$ cat src/rtl/mem_stage_if.sv
// Data-memory bus between the MEM stage and the memory.
// One request is outstanding at a time and completes with a single-cycle mem_ack.
interface mem_stage_if #(
  parameter int DATA_W = 64
);
  logic              mem_req;
  logic              mem_we;
  logic [DATA_W-1:0] mem_addr;
  logic [DATA_W-1:0] mem_wdata;
  logic              mem_ack;
  logic [DATA_W-1:0] mem_rdata;

  modport master (
    output mem_req, mem_we, mem_addr, mem_wdata,
    input  mem_ack, mem_rdata
  );

  modport slave (
    input  mem_req, mem_we, mem_addr, mem_wdata,
    output mem_ack, mem_rdata
  );
endinterface

$ cat src/rtl/mem_stage.sv
// Pipeline MEM stage: issues loads/stores on the memory bus, stalls upstream while an access is
// outstanding, and fills the MEM/WB register. An access with no ack after 256 wait cycles is dropped.
module mem_stage #(
  parameter int DATA_W = 64
) (
  input  logic              clk,
  input  logic              reset,
  input  logic [DATA_W-1:0] ALUresult,
  input  logic [DATA_W-1:0] WriteData,
  input  logic [4:0]        Rd,
  input  logic [1:0]        MemToReg,
  input  logic              RegWrite,
  input  logic              MemWrite,
  input  logic              read_enable,
  input  logic              ChooseRd,
  mem_stage_if.master       mem,
  output logic              stall,
  output logic [DATA_W-1:0] ALUresultout,
  output logic [DATA_W-1:0] ReadDataout,
  output logic [4:0]        Rdout,
  output logic [1:0]        MemToRegout,
  output logic              RegWriteout,
  output logic              ChooseRdout,
  output logic              mem_err
);

  typedef enum logic {IDLE, BUSY} state_t;

  state_t            state_q, state_d;
  logic [7:0]        cnt_q, cnt_d;
  logic              err_q, err_d;
  logic              memop;
  logic              cap_en;
  logic              use_rdata;
  logic              timeout;

  logic [DATA_W-1:0] addr_p0;
  logic [DATA_W-1:0] wdata_p0;
  logic              we_p0;

  logic [DATA_W-1:0] alu_p1;
  logic [DATA_W-1:0] rdata_p1;
  logic [4:0]        rd_p1;
  logic [1:0]        mtr_p1;
  logic              rw_p1;
  logic              crd_p1;

  assign memop = MemWrite | read_enable;

  always_comb begin
    state_d   = state_q;
    cnt_d     = cnt_q;
    err_d     = err_q;
    stall     = 1'b0;
    cap_en    = 1'b0;
    use_rdata = 1'b0;
    timeout   = 1'b0;
    case (state_q)
      IDLE: begin
        if (memop) begin
          stall   = 1'b1;
          cap_en  = 1'b1;
          cnt_d   = 8'd0;
          state_d = BUSY;
        end
      end
      BUSY: begin
        // An ack in the final wait cycle still completes the access normally.
        if (mem.mem_ack) begin
          use_rdata = ~we_p0;
          state_d   = IDLE;
        end else if (cnt_q == 8'hFF) begin
          timeout = 1'b1;
          err_d   = 1'b1;
          state_d = IDLE;
        end else begin
          stall = 1'b1;
          cnt_d = cnt_q + 8'd1;
        end
      end
      default: state_d = IDLE;
    endcase
  end

  always_ff @(posedge clk) begin
    if (reset) begin
      state_q <= IDLE;
      cnt_q   <= 8'd0;
      err_q   <= 1'b0;
    end else begin
      state_q <= state_d;
      cnt_q   <= cnt_d;
      err_q   <= err_d;
    end
  end

  // Capture stage: request fields frozen for the whole BUSY interval.
  always_ff @(posedge clk) begin
    if (cap_en) begin
      addr_p0  <= ALUresult;
      wdata_p0 <= WriteData;
      we_p0    <= MemWrite;
    end
  end

  assign mem.mem_req   = (state_q == BUSY);
  assign mem.mem_we    = (state_q == BUSY) & we_p0;
  assign mem.mem_addr  = (state_q == BUSY) ? addr_p0  : '0;
  assign mem.mem_wdata = (state_q == BUSY) ? wdata_p0 : '0;

  // MEM/WB stage: a stalled cycle writes a bubble so nothing retires twice.
  always_ff @(posedge clk) begin
    if (reset || stall) begin
      alu_p1   <= '0;
      rdata_p1 <= '0;
      rd_p1    <= '0;
      mtr_p1   <= '0;
      rw_p1    <= 1'b0;
      crd_p1   <= 1'b0;
    end else begin
      alu_p1   <= ALUresult;
      rdata_p1 <= use_rdata ? mem.mem_rdata : '0;
      rd_p1    <= Rd;
      mtr_p1   <= MemToReg;
      rw_p1    <= RegWrite & ~timeout;
      crd_p1   <= ChooseRd;
    end
  end

  assign ALUresultout = alu_p1;
  assign ReadDataout  = rdata_p1;
  assign Rdout        = rd_p1;
  assign MemToRegout  = mtr_p1;
  assign RegWriteout  = rw_p1;
  assign ChooseRdout  = crd_p1;
  assign mem_err      = err_q;

endmodule

$ cat src/flat_wrapper.sv
// flat-port wrapper written by rule: the top's interface ports become plain ports
module mem_stage_flat 
#(
  parameter int DATA_W = 64
)
  (clk, reset, ALUresult, WriteData, Rd, MemToReg, RegWrite, MemWrite, read_enable, ChooseRd, stall, ALUresultout, ReadDataout, Rdout, MemToRegout, RegWriteout, ChooseRdout, mem_err, mem_mem_req, mem_mem_we, mem_mem_addr, mem_mem_wdata, mem_mem_ack, mem_mem_rdata);
  mem_stage_if #(.DATA_W(DATA_W)) mem_i ();
  input  logic clk;
  input  logic reset;
  input  logic [DATA_W-1:0] ALUresult;
  input  logic [DATA_W-1:0] WriteData;
  input  logic [4:0] Rd;
  input  logic [1:0] MemToReg;
  input  logic RegWrite;
  input  logic MemWrite;
  input  logic read_enable;
  input  logic ChooseRd;
  output logic stall;
  output logic [DATA_W-1:0] ALUresultout;
  output logic [DATA_W-1:0] ReadDataout;
  output logic [4:0] Rdout;
  output logic [1:0] MemToRegout;
  output logic RegWriteout;
  output logic ChooseRdout;
  output logic mem_err;
  output wire logic [$bits(mem_i.mem_req)-1:0] mem_mem_req;
  output wire logic [$bits(mem_i.mem_we)-1:0] mem_mem_we;
  output wire logic [$bits(mem_i.mem_addr)-1:0] mem_mem_addr;
  output wire logic [$bits(mem_i.mem_wdata)-1:0] mem_mem_wdata;
  input wire logic [$bits(mem_i.mem_ack)-1:0] mem_mem_ack;
  input wire logic [$bits(mem_i.mem_rdata)-1:0] mem_mem_rdata;
  assign mem_mem_req = mem_i.mem_req;
  assign mem_mem_we = mem_i.mem_we;
  assign mem_mem_addr = mem_i.mem_addr;
  assign mem_mem_wdata = mem_i.mem_wdata;
  assign mem_i.mem_ack = mem_mem_ack;
  assign mem_i.mem_rdata = mem_mem_rdata;
  mem_stage #(.DATA_W(DATA_W)) u_core (.clk(clk), .reset(reset), .ALUresult(ALUresult), .WriteData(WriteData), .Rd(Rd), .MemToReg(MemToReg), .RegWrite(RegWrite), .MemWrite(MemWrite), .read_enable(read_enable), .ChooseRd(ChooseRd), .mem(mem_i), .stall(stall), .ALUresultout(ALUresultout), .ReadDataout(ReadDataout), .Rdout(Rdout), .MemToRegout(MemToRegout), .RegWriteout(RegWriteout), .ChooseRdout(ChooseRdout), .mem_err(mem_err));
endmodule
$ cat config.mk
export PLATFORM = sky130hd
export DESIGN_NAME = mem_stage_flat
export DESIGN_NICKNAME = d
export VERILOG_FILES = /design/src/rtl/mem_stage_if.sv /design/src/rtl/mem_stage.sv /design/src/flat_wrapper.sv
export SDC_FILE = /design/constraint.sdc
export NUM_CORES = 1
export LEC_CHECK = 0
export CAP_MARGIN = 20
export CELL_PAD_IN_SITES_DETAIL_PLACEMENT = 0
export CELL_PAD_IN_SITES_GLOBAL_PLACEMENT = 2
export CORE_MARGIN = 2
export CORE_UTILIZATION = 22
export CTS_BUF_LIST = sky130_fd_sc_hd__clkbuf_8
export DETAILED_ROUTE_END_ITERATION = 12
export GPL_TIMING_DRIVEN = 0
export HOLD_SLACK_MARGIN = 0.1
export PLACE_DENSITY_LB_ADDON = 0.1
export SLEW_MARGIN = 30
export SYNTH_ARGS = -nofsm -noshare
export SYNTH_HDL_FRONTEND = slang
export SYNTH_SLANG_ARGS = --single-unit
$ cat constraint.sdc
create_clock -name clk -period 4.3 [get_ports clk]
set_clock_uncertainty 0.05 [all_clocks]
set_input_delay 0.86 -clock clk [delete_from_list [all_inputs] [get_ports clk]]
set_output_delay 0.86 -clock clk [all_outputs]
set_load 0.1 [all_outputs]
After elaboration in Yosys (flattened, before gate mapping)
Index checks and enable logic that the tools add are counted.
- register bits: 276
- bits of input ports: 206
- output and inout bits: 269
- word-level logic and storage cells: 45
- add/sub/neg operators: 1
- equality and inequality tests: 4
- muxes and demuxes: 16
- bitwise gates (word level): 8
- reductions and logical operators: 4
- operators with widths (cell ; count):
    64-bit 2-to-1 mux ; 2
    8-bit 2-to-1 mux ; 3
    8-bit case mux with 2 select lines ; 1
    1-bit 2-to-1 mux ; 9
    8-bit by 1-bit adder with 8-bit output (second input constant) ; 1
    8-bit == test (second input constant) ; 1
    3-bit AND reduction ; 2
    1-bit NOT ; 5
    2-bit != test (second input constant) ; 2
    1-bit bitwise AND ; 2
    2-bit by 1-bit != test with 1-bit output (second input constant) ; 1
    1-bit case mux with 2 select lines ; 1
    2-bit OR reduction ; 1
    1-bit logical OR ; 1
    1-bit OR ; 1

Longest topological paths before layout
Gate-level depths: netlist of run 1.
- word-level depth: 6
- gate-level depth with buffers: 7
- depth with buffers taken out: 5

Worst setup path before layout of run 1
OpenSTA, ideal clock, no wires.
- path type: register to register
- start: reg u_core.state_q, in the netlist u_core.mem.mem_req
- end: reg u_core.cnt_q[2]
- library setup time: 0.122 ns
- arrival time: 4.521 ns
- data required time: 4.128 ns
- setup slack: -0.393 ns
- stages on the path, launching flop included: 7
- buffers on the path: 2
- period minus slack after synthesis: 4.693 ns
- cells stage by stage: dfxtp_1 > buf_2 > or2_2 > inv_1 > nor3b_4 > buf_6 > a221o_1
- cells in the longest elaborated chain, start to end: 3
- elaborated cells between the ends (all ways): 6
- those cells by class: eq/ne (3); mux (1); bitwise (1); reduce/logical (1)
- RTL lines (element ; RTL line ; RTL):
    start: declaration ; mem_stage.sv:29 ; state_t state_q, state_d;
    start signal: assignment ; mem_stage.sv:91 ; state_q <= state_d;
    1-bit NOT ; - ;
    2-bit by 1-bit != test with 1-bit output (no line) ; - ;
    3-bit AND reduction (no line) ; - ;
    end signal: assignment ; mem_stage.sv:92 ; cnt_q <= cnt_d;
    end: declaration ; mem_stage.sv:30 ; logic [7:0] cnt_q, cnt_d;
Parallel ways exist; a longest one is shown, timed or not.
A chain may end at the register's enable or synchronous reset.

Final worst setup path of run 1
- start: reg u_core.state_q, in the netlist u_core.mem.mem_req
- end: out mem_mem_wdata[2]
- cells in the longest elaborated chain, start to end: 1
- RTL lines (element ; RTL line ; RTL):
    64-bit 2-to-1 mux ; mem_stage.sv:109 ; assign mem.mem_wdata = (state_q == BUSY) ? wdata_p0 : '0;
    end: declaration ; flat_wrapper.sv:29 ; output wire logic [$bits(mem_i.mem_wdata)-1:0] mem_mem_wdata;
No other way between the ends.

==> flow_metrics.tcl, run 1 <==
set metrics [dict create \
    outcome "finished clean" \
    syn_avg_cell_area_um2 14.5 \
    combPwrFrac_pct 23.3 \
    ys_types 37 \
    fin_cells 1718 \
    port_buffers 474 \
    core_um2 40000 \
    syn_to_final_growth_pct 70.2 \
    start_util_pct 22.4 \
    vdd.ir_drop.worst_mv 0.191 \
    root_buffer "clkbuf_8" \
    nets 1357 \
    vias_per_cell 3.74 \
    yosysTopAreaCell "edfxtp_1" \
    fin_crit_ns 4.02 \
    hpwl_mm 22.8 \
    crit_family "buffers and inverters" \
    yosysWarnings 0 \
    grt_max_degree 28 \
    rsz0062_at_grt "no" \
    row_count 73 \
    yosys-top-cells-count "and2_1, dfxtp_1, edfxtp_1" \
    p_switching_mw 2.32 \
    finalWeightedCongestion 0.705 \
    fmax_mhz 249 \
    p_seq_share_pct 42.1 \
    crit_required_ns 3.39 \
    ant_nets 0 \
    syn-cell-area_um2 8960 \
    hp-class "register to register" \
    finalCritPeriodShare_pct 93.4 \
    pin_count 475 \
    multiInputGateArea_um2 2020 \
    relSlewSlack_pct 30.6 \
    p_int_mw 4.68 \
    wl_mm 30.3 \
    synth.ff_latch_count 276 \
    cap_violations 0 \
    crit_slowest_cell "clkdlybuf4s50_1" \
    post_cts_buffers 0 \
    critical_path_class "register to primary output" \
    critPathMaxStageDelay_ns 1.16 \
    power_density_nw_per_um2 459 \
    drcViolationCount 0 \
    die_area_um2 42400 \
    wl_per_cell_um 17.6 \
    synth_nets 825 \
    routed-via-count 6433 \
    power.leakage_nw 5.97 \
    switching_share_pct 33.1 \
    antenna_found_initial 3 \
    setup_violations 0 \
    die_h_um 206 \
    clock_sinks 276 \
    placed_cells_incl_taps 1623 \
    clk_pin_slew_worst_paths_ns 0.06 \
    synth_enable_flop_cells 129 \
    slew_viol_final 0 \
    ys_async_sr_fraction_pct 0 \
    crit_arrival_ns 3.11 \
    holdWs_ns 0.435 \
    worst_pin_slew_ns 1.04 \
    firstDrtPassIters 4 \
    synth-main-ff-cell "dfxtp_1" \
    finalHoldViolCount 0 \
    netlist_top_cells_area "edfxtp_1, dfxtp_1, and2_1, and2_2, clkbuf_1" \
    regArea_um2 6820 \
    htree_num_levels 2 \
    critPathLaunchType "register" \
    worstPathCellList "buf_2 -> clkbuf_1 -> and2_1 -> clkdlybuf4s50_1" \
    clock_latency_ns 0.59 \
    drt-initial-drc-count 148 \
    p_clk_share_pct 34.6 \
    path_buf_inv 3 \
    power_mw 7.00 \
    grt_pass1_vias 6628 \
    synth_top_area_share_pct 43.2 \
    drive_gt1_share_pct 13.0 \
    synth_cells 618 \
    worst_setup_path_end_kind "primary output" \
    yosysMostFrequentCell "and2_1" \
    path_max_fanout 18 \
    die_width_um 206 \
    tritoncts "yes" \
    cts_inserted_buffers 51 \
    gr-total-overflow 0 \
    grtUsageTotal_pct 13.8 \
    fillCellCount 3955 \
    ys_seq_area_share_pct 76.0 \
    cts_buffer_depth 3 \
    grt_pass1_wl_mm 42.7 \
]
kinds of logic after synthesis:
logic type               share of synthesized area, %
buffers and inverters                            1.52
AO/OA/AOI/OAI                                    1.42
adder cells (fa/ha/maj)                         0.140
flip-flops                                       76.0
multiplexers                                    0.126
XOR/XNOR                                       0.0977
AND/OR/NAND/NOR                                  20.6
cell type report:
class | count | share of cell area (%)
antenna | 2 | 0.0328
buffer | 29 | 0.820
clock buffer | 60 | 5.41
clock inverter | 34 | 1.06
inverter | 2 | 0.0738
multi-input combinational | 310 | 13.2
sequential | 276 | 44.7
tap | 525 | 4.31
timing repair buffer | 480 | 30.4
final timing paths:
kind / startpoint / depth (start not counted) / end / slack, ns
worst min register to register: u_core.mem_err / 2 / u_core.mem_err / 0.43
worst max-delay path: u_core.mem.mem_req / 4 / mem_mem_wdata[2] / 0.28
worst max register to register: u_core.mem.mem_req / 6 / u_core.ALUresultout[30] / 1.51
worst min-delay path: u_core.mem_err / 2 / u_core.mem_err / 0.43
power by group through the flow:
stage               logic, mW  registers [mW]  clock network [mW]
finish                   1.63            2.95                2.42
global route             1.70            2.96                2.66
CTS                      1.66            2.95                2.54
detailed placement       1.66            3.00                   0
global placement         1.65            3.01                   0
floorplan               0.785            3.33                   0
sequential cells by signal (all words and copies together), names as in the netlist:
register / flops
u_core.ChooseRdout: 1
u_core.ALUresultout: 64
u_core.MemToRegout: 2
u_core.we_p0: 1
u_core.cnt_q: 8
u_core.wdata_p0: 64
u_core.mem.mem_req: 1
u_core.Rdout: 5
u_core.ReadDataout: 64
u_core.RegWriteout: 1
u_core.addr_p0: 64
u_core.mem_err: 1
cell usage in the layout, fill, tap and decap left out, drive strengths merged, types with 2 or more instances in the layout:
cell / synthesis / routed
clkdlybuf4s50: 0 / 414
and2: 266 / 266
dfxtp: 147 / 147
edfxtp: 129 / 129
clkbuf: 27 / 89
buf: 3 / 56
inv: 2 / 30
dlygate4sd2: 0 / 9
nand2: 4 / 4
nor2: 3 / 3
o21ai: 3 / 3
nand3: 3 / 3
clkinv: 0 / 3
a21o: 3 / 3
diode: 0 / 2
nand2b: 2 / 2
clkinvlp: 0 / 2
or3: 2 / 2
a211oi: 2 / 2
a221o: 2 / 2
a22o: 2 / 2
nor3b: 2 / 2
stage by stage:
| stage | util, % | TNS, ns | worst slack, ns | cell area (um2) |
|---|---|---|---|---|
| floorplan | - | 0 | 0.115 | 8970 |
| global placement | 35.9 | -311.61 | -2.25 | 14400 |
| detailed placement | 35.8 | 0 | 0.278 | 14300 |
| CTS | 38.3 | 0 | 0.0853 | 15300 |
| global route | 38.1 | 0 | 0.00479 | 15300 |
| finish | 38.1 | 0 | 0.285 | 15300 |
worst register-to-register path: stages, from the launching register on:
cell and delay (ns):
dfxtp_1 0.32, buf_2 0.42, or2_2 0.27, clkinvlp_4 0.40, nor3b_4 0.60, clkbuf_1 0.46
and2_2 0.23
routing by layer:
layer  up-vias  GRT usage (%)  part of all wire [%]
met5         -              0                 0.023
li1       3117              -                     -
met2       338           22.8                    47
met1      2922           14.5                    37
met4         2           5.74                   2.6
met3        54           7.92                    14
what timing repair did:
action                                  CTS  global route
endpoints found under the setup margin   83             1
hold buffers                              0             0
gates resized for setup                  10             1
No activity file was read; power rests on OpenSTA's default activity.
==> run 2: changes to the inputs <==
--- a/config.mk
+++ b/config.mk
@@ -8,7 +8,7 @@
 export CAP_MARGIN = 20
 export CELL_PAD_IN_SITES_DETAIL_PLACEMENT = 0
 export CELL_PAD_IN_SITES_GLOBAL_PLACEMENT = 2
-export CORE_MARGIN = 2
+export CORE_MARGIN = 3
 export CORE_UTILIZATION = 22
 export CTS_BUF_LIST = sky130_fd_sc_hd__clkbuf_8
 export DETAILED_ROUTE_END_ITERATION = 12
==> flow_metrics.tcl, run 2 (synthesis results as in run 1) <==
set metrics [dict create \
    outcome "finished clean" \
    grt_pass1_vias 6647 \
    htree_num_levels 2 \
    post_cts_buffers 0 \
    critPathMaxStageDelay_ns 1.14 \
    cp.depth 5 \
    clk_pin_slew_worst_paths_ns 0.06 \
    worst_pin_slew_ns 1.04 \
    worst_setup_path_end_kind "primary output" \
    relSlewSlack_pct 30.5 \
    whs_path_depth 2 \
    post-place-ws_ns 0.223 \
    finalHoldViolCount 0 \
    final_cell_mix "clkdlybuf4s50_1, and2_1, dfxtp_1" \
    drcViolationCount 0 \
    grt_max_degree 26 \
    crit_slowest_cell "clkdlybuf4s50_1" \
    combPwrFrac_pct 23.3 \
    final_common_cell "clkdlybuf4s50_1" \
    finalWeightedCongestion 0.708 \
    rsz0062_at_grt "no" \
    power.leakage_nw 6.69 \
    p_switching_mw 2.31 \
    crit_family "buffers and inverters" \
    slew_viol_final 0 \
    drt-initial-drc-count 218 \
    post_cts_resize_count 27 \
    drive_gt1_share_pct 12.3 \
    hpwl_mm 23.4 \
    p_clk_share_pct 34.5 \
    crit_required_ns 3.39 \
    port_buffers 474 \
    power_mw 6.98 \
    hp-class "register to register" \
    switching_share_pct 33.1 \
    power_density_nw_per_um2 454 \
    cts_inserted_buffers 51 \
    hold_buffers 0 \
    syn_to_final_growth_pct 71.6 \
    diodes 0 \
    path_buf_inv 4 \
    clock_sinks 276 \
    gr-total-overflow 0 \
    routed-via-count 6447 \
    critPathLaunchType "register" \
    wl_mm 30.9 \
    p_seq_share_pct 42.2 \
    vias_per_cell 3.75 \
    critical_path_class "register to primary output" \
    core_um2 40000 \
    holdWs_ns 0.428 \
    tritoncts "yes" \
    firstDrtPassIters 4 \
    fmax_mhz 246 \
    row_count 73 \
    die_area_um2 43200 \
    ant_nets 0 \
    start_util_pct 22.4 \
    clock_latency_ns 0.60 \
    finalCritPeriodShare_pct 94.3 \
    cts_buffer_depth 3 \
    setup_ws_ns 0.243 \
    grtUsageTotal_pct 13.9 \
    pin_count 475 \
    nets 1359 \
    grt_pass1_wl_mm 44.5 \
    ff2ff_path_depth 7 \
    fin_crit_ns 4.06 \
    root_buffer "clkbuf_8" \
    wl_per_cell_um 18.0 \
    antenna_found_initial 2 \
    cap_violations 0 \
    die_h_um 208 \
    crit_arrival_ns 3.15 \
    p_int_mw 4.67 \
    vdd.ir_drop.worst_mv 0.227 \
    worstPathCellList "buf_2 -> clkbuf_2 -> clkbuf_1 -> and2_1 -> clkdlybuf4s50_1" \
    setup_violations 0 \
    path_max_fanout 10 \
    die_width_um 208 \
]
==> run 2: changes by cell type in the layout (fill, tap and decap cells not counted), moves of 2 or more <==
| cell | change |
|---|---|
| inv_1 | -4 |
| clkdlybuf4s50_1 | -51 |
| clkinv_1 | +5 |
| buf_2 | -8 |
| diode_2 | -2 |
| dlymetal6s2s_1 | +43 |
| dlygate4sd2_1 | +17 |
==> run 2: per-layer routing <==
| layer | share of wire (%) | track usage, % | up-vias |
|---|---|---|---|
| li1 | - | - | 3130 |
| met1 | 35 | 13.6 | 2928 |
| met2 | 49 | 23.8 | 325 |
| met3 | 13 | 8.33 | 60 |
| met4 | 2.9 | 5.39 | 4 |
| met5 | 0.087 | 0 | - |
==> run 2: worst paths after layout <==
path | endpoint | start | slack (ns)
setup / recovery | mem_mem_wdata[62] | u_core.mem.mem_req | 0.24
hold / removal | u_core.mem_err | u_core.mem_err | 0.43
setup reg to reg | u_core.ALUresultout[13] | u_core.mem.mem_req | 1.70
hold reg to reg | u_core.mem_err | u_core.mem_err | 0.43
==> run 2: stage by stage <==
step | util [%] | setup TNS [ns] | std cells | instance area [um2]
floorplan | - | 0 | 618 | 8970
global placement | 35.9 | -317.91 | 1617 | 14400
detailed placement | 35.9 | 0 | 1624 | 14400
CTS | 38.3 | 0 | 1718 | 15300
global route | 38.5 | 0 | 1718 | 15400
finish | 38.5 | 0 | 1718 | 15400
==> run 2: tightest hold or removal path, cell delays in order, from the launching register on <==
cell and delay, ns:
dfxtp_1 0.33, a41oi_1 0.05, nor2_1 0.07
==> run 2: layout make-up <==
class,count,area [um2]
fill,3973,24600
sequential,276,6820
timing repair buffer,481,4770
multi-input combinational,310,2020
clock buffer,60,826
tap,525,657
clock inverter,34,160
buffer,30,130
inverter,2,11.3
==> run 2: power groups by stage <==
stage | logic [mW] | registers [mW] | clock network (mW)
2_1_floorplan | 0.785 | 3.33 | 0
3_3_place_gp | 1.65 | 3.01 | 0
3_5_place_dp | 1.66 | 3.00 | 0
4_1_cts | 1.66 | 2.95 | 2.55
5_1_grt | 1.69 | 2.96 | 2.67
6_report | 1.63 | 2.95 | 2.41
